File: src/rtl/uart_reg_fabric_if.sv
// Host register bus carried between a bus master and uart_reg_fabric.
interface uart_reg_fabric_if;
  logic        reg_cs;
  logic        reg_wr;
  logic [10:0] reg_addr;
  logic [31:0] reg_wdata;
  logic [3:0]  reg_be;
  logic [31:0] reg_rdata;
  logic        reg_ack;
  logic        reg_err;

  modport master (
    output reg_cs, reg_wr, reg_addr, reg_wdata, reg_be,
    input  reg_rdata, reg_ack, reg_err
  );

  modport slave (
    input  reg_cs, reg_wr, reg_addr, reg_wdata, reg_be,
    output reg_rdata, reg_ack, reg_err
  );
endinterface

File: src/rtl/uart_reg_fabric.sv
// Host register fabric: routes host accesses to NCH UART channel blocks with ack
// timeout, and hosts a local interrupt pending/mask/status block at select 7.
module uart_reg_fabric #(
  parameter int unsigned NCH     = 3,
  parameter int unsigned SEL_LSB = 6,
  parameter int unsigned TMO     = 255
) (
  input  logic             app_clk,
  input  logic             reset,
  uart_reg_fabric_if.slave host,
  output logic [NCH-1:0]   ch_cs,
  output logic             ch_wr,
  output logic [3:0]       ch_addr,
  output logic [7:0]       ch_wdata,
  output logic             ch_be,
  input  logic [8*NCH-1:0] ch_rdata,
  input  logic [NCH-1:0]   ch_ack,
  input  logic [NCH-1:0]   ch_irq,
  output logic             irq
);
  typedef enum logic [1:0] {IDLE, ACCESS, RESP, HOLD} state_t;

  localparam logic [2:0]  SEL_LOCAL = 3'd7;
  localparam logic [15:0] TMO_LAST  = 16'(TMO - 1);

  state_t         state;
  logic [2:0]     sel_q;
  logic [15:0]    tmo_cnt;
  logic [31:0]    rdata_q;
  logic           ack_q;
  logic           err_q;
  logic [NCH-1:0] pend;
  logic [NCH-1:0] mask;
  logic [NCH-1:0] irq_q;
  logic [NCH-1:0] irq_q2;
  logic [2:0]     to_ch;
  logic           to_flag;

  logic [2:0]     sel_in;
  logic [3:0]     off_in;
  logic           sel_is_ch;
  logic           loc_wr;
  logic [NCH-1:0] cs_dec;
  logic [NCH-1:0] pend_clr;
  logic [NCH-1:0] irq_rise;
  logic           ack_sel;
  logic [7:0]     rdata_sel;
  logic [31:0]    loc_rdata;
  logic           unused_bits;

  assign sel_in      = host.reg_addr[SEL_LSB+2:SEL_LSB];
  assign off_in      = host.reg_addr[5:2];
  assign sel_is_ch   = 32'(sel_in) < NCH;
  assign loc_wr      = (state == IDLE) && host.reg_cs && host.reg_wr && (sel_in == SEL_LOCAL);
  assign irq_rise    = irq_q & ~irq_q2;
  assign pend_clr    = (loc_wr && off_in == 4'h0 && host.reg_be[0]) ? host.reg_wdata[NCH-1:0] : '0;
  assign unused_bits = ^{host.reg_addr, host.reg_wdata, host.reg_be};

  assign host.reg_rdata = rdata_q;
  assign host.reg_ack   = ack_q;
  assign host.reg_err   = err_q;

  always_comb begin
    cs_dec    = '0;
    ack_sel   = 1'b0;
    rdata_sel = '0;
    for (int unsigned i = 0; i < NCH; i++) begin
      cs_dec[i] = (sel_in == 3'(i));
      if (sel_q == 3'(i)) begin
        ack_sel   = ch_ack[i];
        rdata_sel = ch_rdata[8*i +: 8];
      end
    end
  end

  always_comb begin
    loc_rdata = '0;
    case (off_in)
      4'h0:    loc_rdata[NCH-1:0] = pend;
      4'h1:    loc_rdata[NCH-1:0] = mask;
      4'h2:    loc_rdata = {21'b0, to_ch, 7'b0, to_flag};
      default: loc_rdata = '0;
    endcase
  end

  always_ff @(posedge app_clk or posedge reset) begin
    if (reset) begin
      state    <= IDLE;
      sel_q    <= '0;
      tmo_cnt  <= '0;
      rdata_q  <= '0;
      ack_q    <= 1'b0;
      err_q    <= 1'b0;
      ch_cs    <= '0;
      ch_wr    <= 1'b0;
      ch_addr  <= '0;
      ch_wdata <= '0;
      ch_be    <= 1'b0;
      pend     <= '0;
      mask     <= '0;
      irq_q    <= '0;
      irq_q2   <= '0;
      to_ch    <= '0;
      to_flag  <= 1'b0;
      irq      <= 1'b0;
    end else begin
      irq_q  <= ch_irq;
      irq_q2 <= irq_q;
      // A new edge overrides a simultaneous write-1-to-clear
      pend   <= (pend & ~pend_clr) | irq_rise;
      irq    <= |(pend & mask);

      if (loc_wr && off_in == 4'h1 && host.reg_be[0])
        mask <= host.reg_wdata[NCH-1:0];
      if (loc_wr && off_in == 4'h2) begin
        if (host.reg_be[0]) to_flag <= 1'b0;
        if (host.reg_be[1]) to_ch   <= '0;
      end

      case (state)
        IDLE: begin
          if (host.reg_cs) begin
            sel_q    <= sel_in;
            ch_wr    <= host.reg_wr;
            ch_addr  <= off_in;
            ch_wdata <= host.reg_wdata[7:0];
            ch_be    <= host.reg_be[0];
            if (sel_is_ch) begin
              state   <= ACCESS;
              ch_cs   <= cs_dec;
              tmo_cnt <= '0;
            end else begin
              // Local and unmapped blocks answer straight from the capture edge
              state   <= RESP;
              ack_q   <= 1'b1;
              err_q   <= (sel_in != SEL_LOCAL);
              rdata_q <= (sel_in == SEL_LOCAL && !host.reg_wr) ? loc_rdata : '0;
            end
          end
        end
        ACCESS: begin
          tmo_cnt <= tmo_cnt + 16'd1;
          if (ack_sel) begin
            state   <= RESP;
            ch_cs   <= '0;
            ack_q   <= 1'b1;
            err_q   <= 1'b0;
            rdata_q <= {24'b0, rdata_sel};
          end else if (tmo_cnt == TMO_LAST) begin
            state   <= RESP;
            ch_cs   <= '0;
            ack_q   <= 1'b1;
            err_q   <= 1'b1;
            rdata_q <= '0;
            to_ch   <= sel_q;
            to_flag <= 1'b1;
          end
        end
        RESP: begin
          state   <= HOLD;
          ack_q   <= 1'b0;
          err_q   <= 1'b0;
          rdata_q <= '0;
        end
        HOLD: begin
          if (!host.reg_cs) state <= IDLE;
        end
        default: state <= IDLE;
      endcase
    end
  end
endmodule

File: src/flat_wrapper.sv
// flat-port wrapper written by rule: the top's interface ports become plain ports
module uart_reg_fabric_flat 
#(
  parameter int unsigned NCH     = 3,
  parameter int unsigned SEL_LSB = 6,
  parameter int unsigned TMO     = 255
)
  (app_clk, reset, ch_cs, ch_wr, ch_addr, ch_wdata, ch_be, ch_rdata, ch_ack, ch_irq, irq, host_reg_cs, host_reg_wr, host_reg_addr, host_reg_wdata, host_reg_be, host_reg_rdata, host_reg_ack, host_reg_err);
  uart_reg_fabric_if host_i ();
  input  logic app_clk;
  input  logic reset;
  output logic [NCH-1:0] ch_cs;
  output logic ch_wr;
  output logic [3:0] ch_addr;
  output logic [7:0] ch_wdata;
  output logic ch_be;
  input  logic [8*NCH-1:0] ch_rdata;
  input  logic [NCH-1:0] ch_ack;
  input  logic [NCH-1:0] ch_irq;
  output logic irq;
  input wire logic [$bits(host_i.reg_cs)-1:0] host_reg_cs;
  input wire logic [$bits(host_i.reg_wr)-1:0] host_reg_wr;
  input wire logic [$bits(host_i.reg_addr)-1:0] host_reg_addr;
  input wire logic [$bits(host_i.reg_wdata)-1:0] host_reg_wdata;
  input wire logic [$bits(host_i.reg_be)-1:0] host_reg_be;
  output wire logic [$bits(host_i.reg_rdata)-1:0] host_reg_rdata;
  output wire logic [$bits(host_i.reg_ack)-1:0] host_reg_ack;
  output wire logic [$bits(host_i.reg_err)-1:0] host_reg_err;
  assign host_i.reg_cs = host_reg_cs;
  assign host_i.reg_wr = host_reg_wr;
  assign host_i.reg_addr = host_reg_addr;
  assign host_i.reg_wdata = host_reg_wdata;
  assign host_i.reg_be = host_reg_be;
  assign host_reg_rdata = host_i.reg_rdata;
  assign host_reg_ack = host_i.reg_ack;
  assign host_reg_err = host_i.reg_err;
  uart_reg_fabric #(.NCH(NCH), .SEL_LSB(SEL_LSB), .TMO(TMO)) u_core (.app_clk(app_clk), .reset(reset), .host(host_i), .ch_cs(ch_cs), .ch_wr(ch_wr), .ch_addr(ch_addr), .ch_wdata(ch_wdata), .ch_be(ch_be), .ch_rdata(ch_rdata), .ch_ack(ch_ack), .ch_irq(ch_irq), .irq(irq));
endmodule
File: config.mk
export PLATFORM = sky130hd
export DESIGN_NAME = uart_reg_fabric_flat
export DESIGN_NICKNAME = d
export VERILOG_FILES = /design/src/rtl/uart_reg_fabric_if.sv /design/src/rtl/uart_reg_fabric.sv /design/src/flat_wrapper.sv
export SDC_FILE = /design/constraint.sdc
export NUM_CORES = 1
export LEC_CHECK = 0
export CORE_MARGIN = 2
export CORE_UTILIZATION = 48
export DETAILED_ROUTE_END_ITERATION = 16
export GPL_TIMING_DRIVEN = 0
export PLACE_DENSITY = 0.87
export REMOVE_ABC_BUFFERS = 1
export SLEW_MARGIN = 0
export SYNTH_ARGS = -nofsm -noshare
export SYNTH_HDL_FRONTEND = slang
export SYNTH_SLANG_ARGS = --single-unit
File: constraint.sdc
create_clock -name app_clk -period 3.55 [get_ports app_clk]
set_clock_uncertainty 0.15 [all_clocks]
set_input_delay 0.5325 -clock app_clk [delete_from_list [all_inputs] [get_ports app_clk]]
set_output_delay 0.5325 -clock app_clk [all_outputs]
set_load 0.01 [all_outputs]
==> results.sh <==
export IMPL_synth_top_cell_area_share=0.4922
export IMPL_post_route_drc_count=0
export IMPL_ys_flop_type="dfrtp_1"
export IMPL_worstPathMaxFanout=21
export IMPL_syn_inst=330
export IMPL_dpl_cell_area_sq_um=4278
export IMPL_design_area_sq_um=4456
export IMPL_clk_pin_slew_ns=0.08
export IMPL_worst_path_buf_inv=1
export IMPL_synth_most_common_cell="dfrtp_1"
export IMPL_place_gp_congestion=0.8793
export IMPL_die_w_um=88.87
export IMPL_post_cts_buffers=0
export IMPL_grt_pass1_wl_mm=12.02
export IMPL_synthMuxAreaShare=0.1270
export IMPL_layout_nets=499
export IMPL_synth_simple_area_share=0.1571
export IMPL_antennaDiodeCount=0
export IMPL_antenna_found_initial=0
export IMPL_hold_end="u_core.irq_q2[1]"
export IMPL_ys_seq_elements=68
export IMPL_whs_ns=0.2339
export IMPL_yosysWarnings=0
export IMPL_slowest_delay_ns=0.59
export IMPL_clockRootBuffer="clkbuf_8"
export IMPL_synth_xor_area_frac=0.02027
export IMPL_routed_wl_mm=7.714
export IMPL_die_area_sq_um=7897
export IMPL_setup_viol=0
export IMPL_maxSlewViolCount=0
export IMPL_rr_startpoint="u_core.state[0]"
export IMPL_viasPerCell=5.240
export IMPL_fp_coreArea_sq_um=6869
export IMPL_rsz0062_at_grt="no"
export IMPL_synth_top_cell_by_area="dfrtp_1"
export IMPL_status="finished, final reports clean"
export IMPL_hold_viol=0
export IMPL_cts_tree="yes"
export IMPL_cts_htree_levels=3
export IMPL_synthAdderAreaFrac=0.02172
export IMPL_cts_hold_buf=0
export IMPL_die_y_um=88.87
export IMPL_areaGrowthSynthToFinish_pct=28.88
export IMPL_rr_worst_depth=7
export IMPL_grt_pass1_vias=2561
export IMPL_yosysSeqAreaShare=0.4922
export IMPL_p_leak_nw=1.965
export IMPL_critPathTopFamily="simple AND/OR/NAND/NOR gates"
export IMPL_top_layer_used="met4"
export IMPL_maxSlewHeadroom=0.3567
export IMPL_synthTopCellsByArea="dfrtp_1 (49%), mux2_2 (7.5%), mux2i_1 (5.2%)"
export IMPL_fin_crit_ns=2.964
export IMPL_synth_distinct_cells=46
export IMPL_grt_use_total=0.1998
export IMPL_worstPathArrival_ns=3.02
export IMPL_hold_class="reg2reg"
export IMPL_grt_overflow=0
export IMPL_dpl_hpwl_mm=5.755
export IMPL_ios=133
export IMPL_wire_per_inst_um=15.04
export IMPL_route_met2_wl_mm=3.845
export IMPL_fin_crit_sh=0.8350
export IMPL_peakVddDrop_v=0.0004353
export IMPL_clockBufferDepth=2
export IMPL_num_rows=30
export IMPL_start_kind="register"
export IMPL_port_buffers=81
export IMPL_synth_top_family_by_area="simple AND/OR/NAND/NOR gates"
export IMPL_maxCapViolCount=0
export IMPL_powerDensity_nw_per_um2=633.4
export IMPL_timing_fmax_ghz=0.3374
export IMPL_tns_ns=0
export IMPL_syn_area_sq_um=3457
export IMPL_clock_latency_ns=0.35
export IMPL_initial_core_util=0.5033
export IMPL_drive_gt1_frac=0.1151
export IMPL_avgSynthCellArea_sq_um=10.48
export IMPL_required_ns=3.60
export IMPL_vias=2688
export IMPL_cp_slowest_cell="nand2_1"
export IMPL_clkSinkCount=68
export IMPL_synth_compound_area_share=0.1071
export IMPL_critical_path_class="reg2reg"
export IMPL_synthArstFlopShare=1.000
export IMPL_drt_met1_wl_mm=3.210
export IMPL_synth_common_cells="dfrtp_1 (68), nand2_1 (42), nor2_1 (24)"
export IMPL_cp_end_kind="register"
export IMPL_cts_buffers=9
export IMPL_grt_max_degree=44
export IMPL_regToRegSetupSlack_ns=0.59
export IMPL_first_pass_iters=4
export IMPL_worst_pin_slew_ns=0.9577
export IMPL_r2r_end="u_core.tmo_cnt[12]"
export IMPL_dr_wl_met3_um=529
export IMPL_detail_route_antenna_nets=0
export IMPL_crit_chain="inv_1, ha_1, nand2_1, o22a_1, nor4_1, xnor2_1, nor2_1"
export IMPL_drt_initial_drc_count=168
export IMPL_post_cts_resized=0
export IMPL_synth_edf_count=0
export IMPL_hold_depth=0
export IMPL_min_delay_start="u_core.irq_q[1]"
## metal layers
layer / track usage / vias to the layer above
li1: - / 1280
met1: 0.2544 / 1301
met2: 0.3223 / 92
met3: 0.05970 / 15
met4: 0.07576 / 0
met5: 0 / -
## how the worst max path moves through the flow
stage,from,slack (ns),depth (start not counted),endpoint
floorplan,u_core.state[0],1.11,7,u_core.tmo_cnt[12]
global placement,reset,0.06,2,u_core.host.reg_rdata[3]
detailed placement,host_reg_cs,0.45,6,u_core.tmo_cnt[12]
CTS,u_core.state[0],0.58,7,u_core.tmo_cnt[12]
global route,u_core.state[0],0.36,7,u_core.tmo_cnt[14]
finish,u_core.state[0],0.59,7,u_core.tmo_cnt[12]
## placed cells by master (no fill, tap or decap), types with 2 or more instances in the layout
master / n
mux2_2: 23
xor2_1: 5
clkinv_4: 2
a21o_1: 4
clkinv_2: 3
dfrtp_1: 68
a22o_1: 3
nor4b_1: 2
o21ai_0: 14
ha_1: 6
clkbuf_8: 10
nand3b_1: 3
inv_1: 12
nand2_1: 42
xnor2_1: 3
nor4_1: 3
mux2i_1: 18
a21oi_1: 11
nand4_1: 5
and3_1: 4
conb_1: 21
clkdlybuf4s50_1: 81
o22a_1: 3
o31ai_1: 11
nand3_1: 10
and2_1: 2
nor3_1: 4
nor2_1: 24
## state kept, by name (all words and copies together), names as in the netlist
signal and count:
u_core.irq 1, u_core.ch_be 1, u_core.host.reg_rdata 11, u_core.to_flag 1
u_core.irq_q 3, u_core.host.reg_ack 1, u_core.host.reg_err 1, u_core.ch_cs 3
u_core.to_ch 3, u_core.irq_q2 3, u_core.tmo_cnt 16, u_core.sel_q 3
u_core.pend 3, u_core.ch_addr 4, u_core.mask 3, u_core.ch_wdata 8
u_core.ch_wr 1, u_core.state 2
## logic make-up (layout without fill, tap and decap cells)
logic type | Yosys count | count (layout)
multiplexers | 41 | 41
flip-flops | 68 | 68
AO/OA/AOI/OAI | 54 | 54
other | 1 | 21
AND/OR/NAND/NOR | 108 | 108
XOR/XNOR | 8 | 8
buffers and inverters | 44 | 111
adder cells (fa/ha/maj) | 6 | 6
## per-stage QoR
step                      cells  utilization  worst slack [ns]  power, W
after floorplan             319            -             1.110  0.001779
after global placement      496       0.6199           0.06269  0.002207
after detailed placement    497       0.6228            0.4493  0.002262
after CTS                   513       0.6486            0.5822  0.002837
after global routing        513       0.6486            0.3585  0.003006
final                       513       0.6486            0.5859  0.002822
## cell type report
class | count | area [sq um]
sequential | 68 | 1702
tap | 96 | 120.1
multi-input combinational | 238 | 1577
clock inverter | 6 | 40.04
timing repair buffer | 82 | 830.8
inverter | 13 | 48.80
clock buffer | 10 | 137.6
fill | 515 | 2414
## report_power, final
part	total, W	internal, W	switching [W]
clock	0.000564	0.000270	0.000294
combinational	0.00113	0.000571	0.000560
sequential	0.00113	0.000950	0.000177
total	0.00282	0.00179	0.00103
Note: power is estimated with default switching activity, not from simulation.
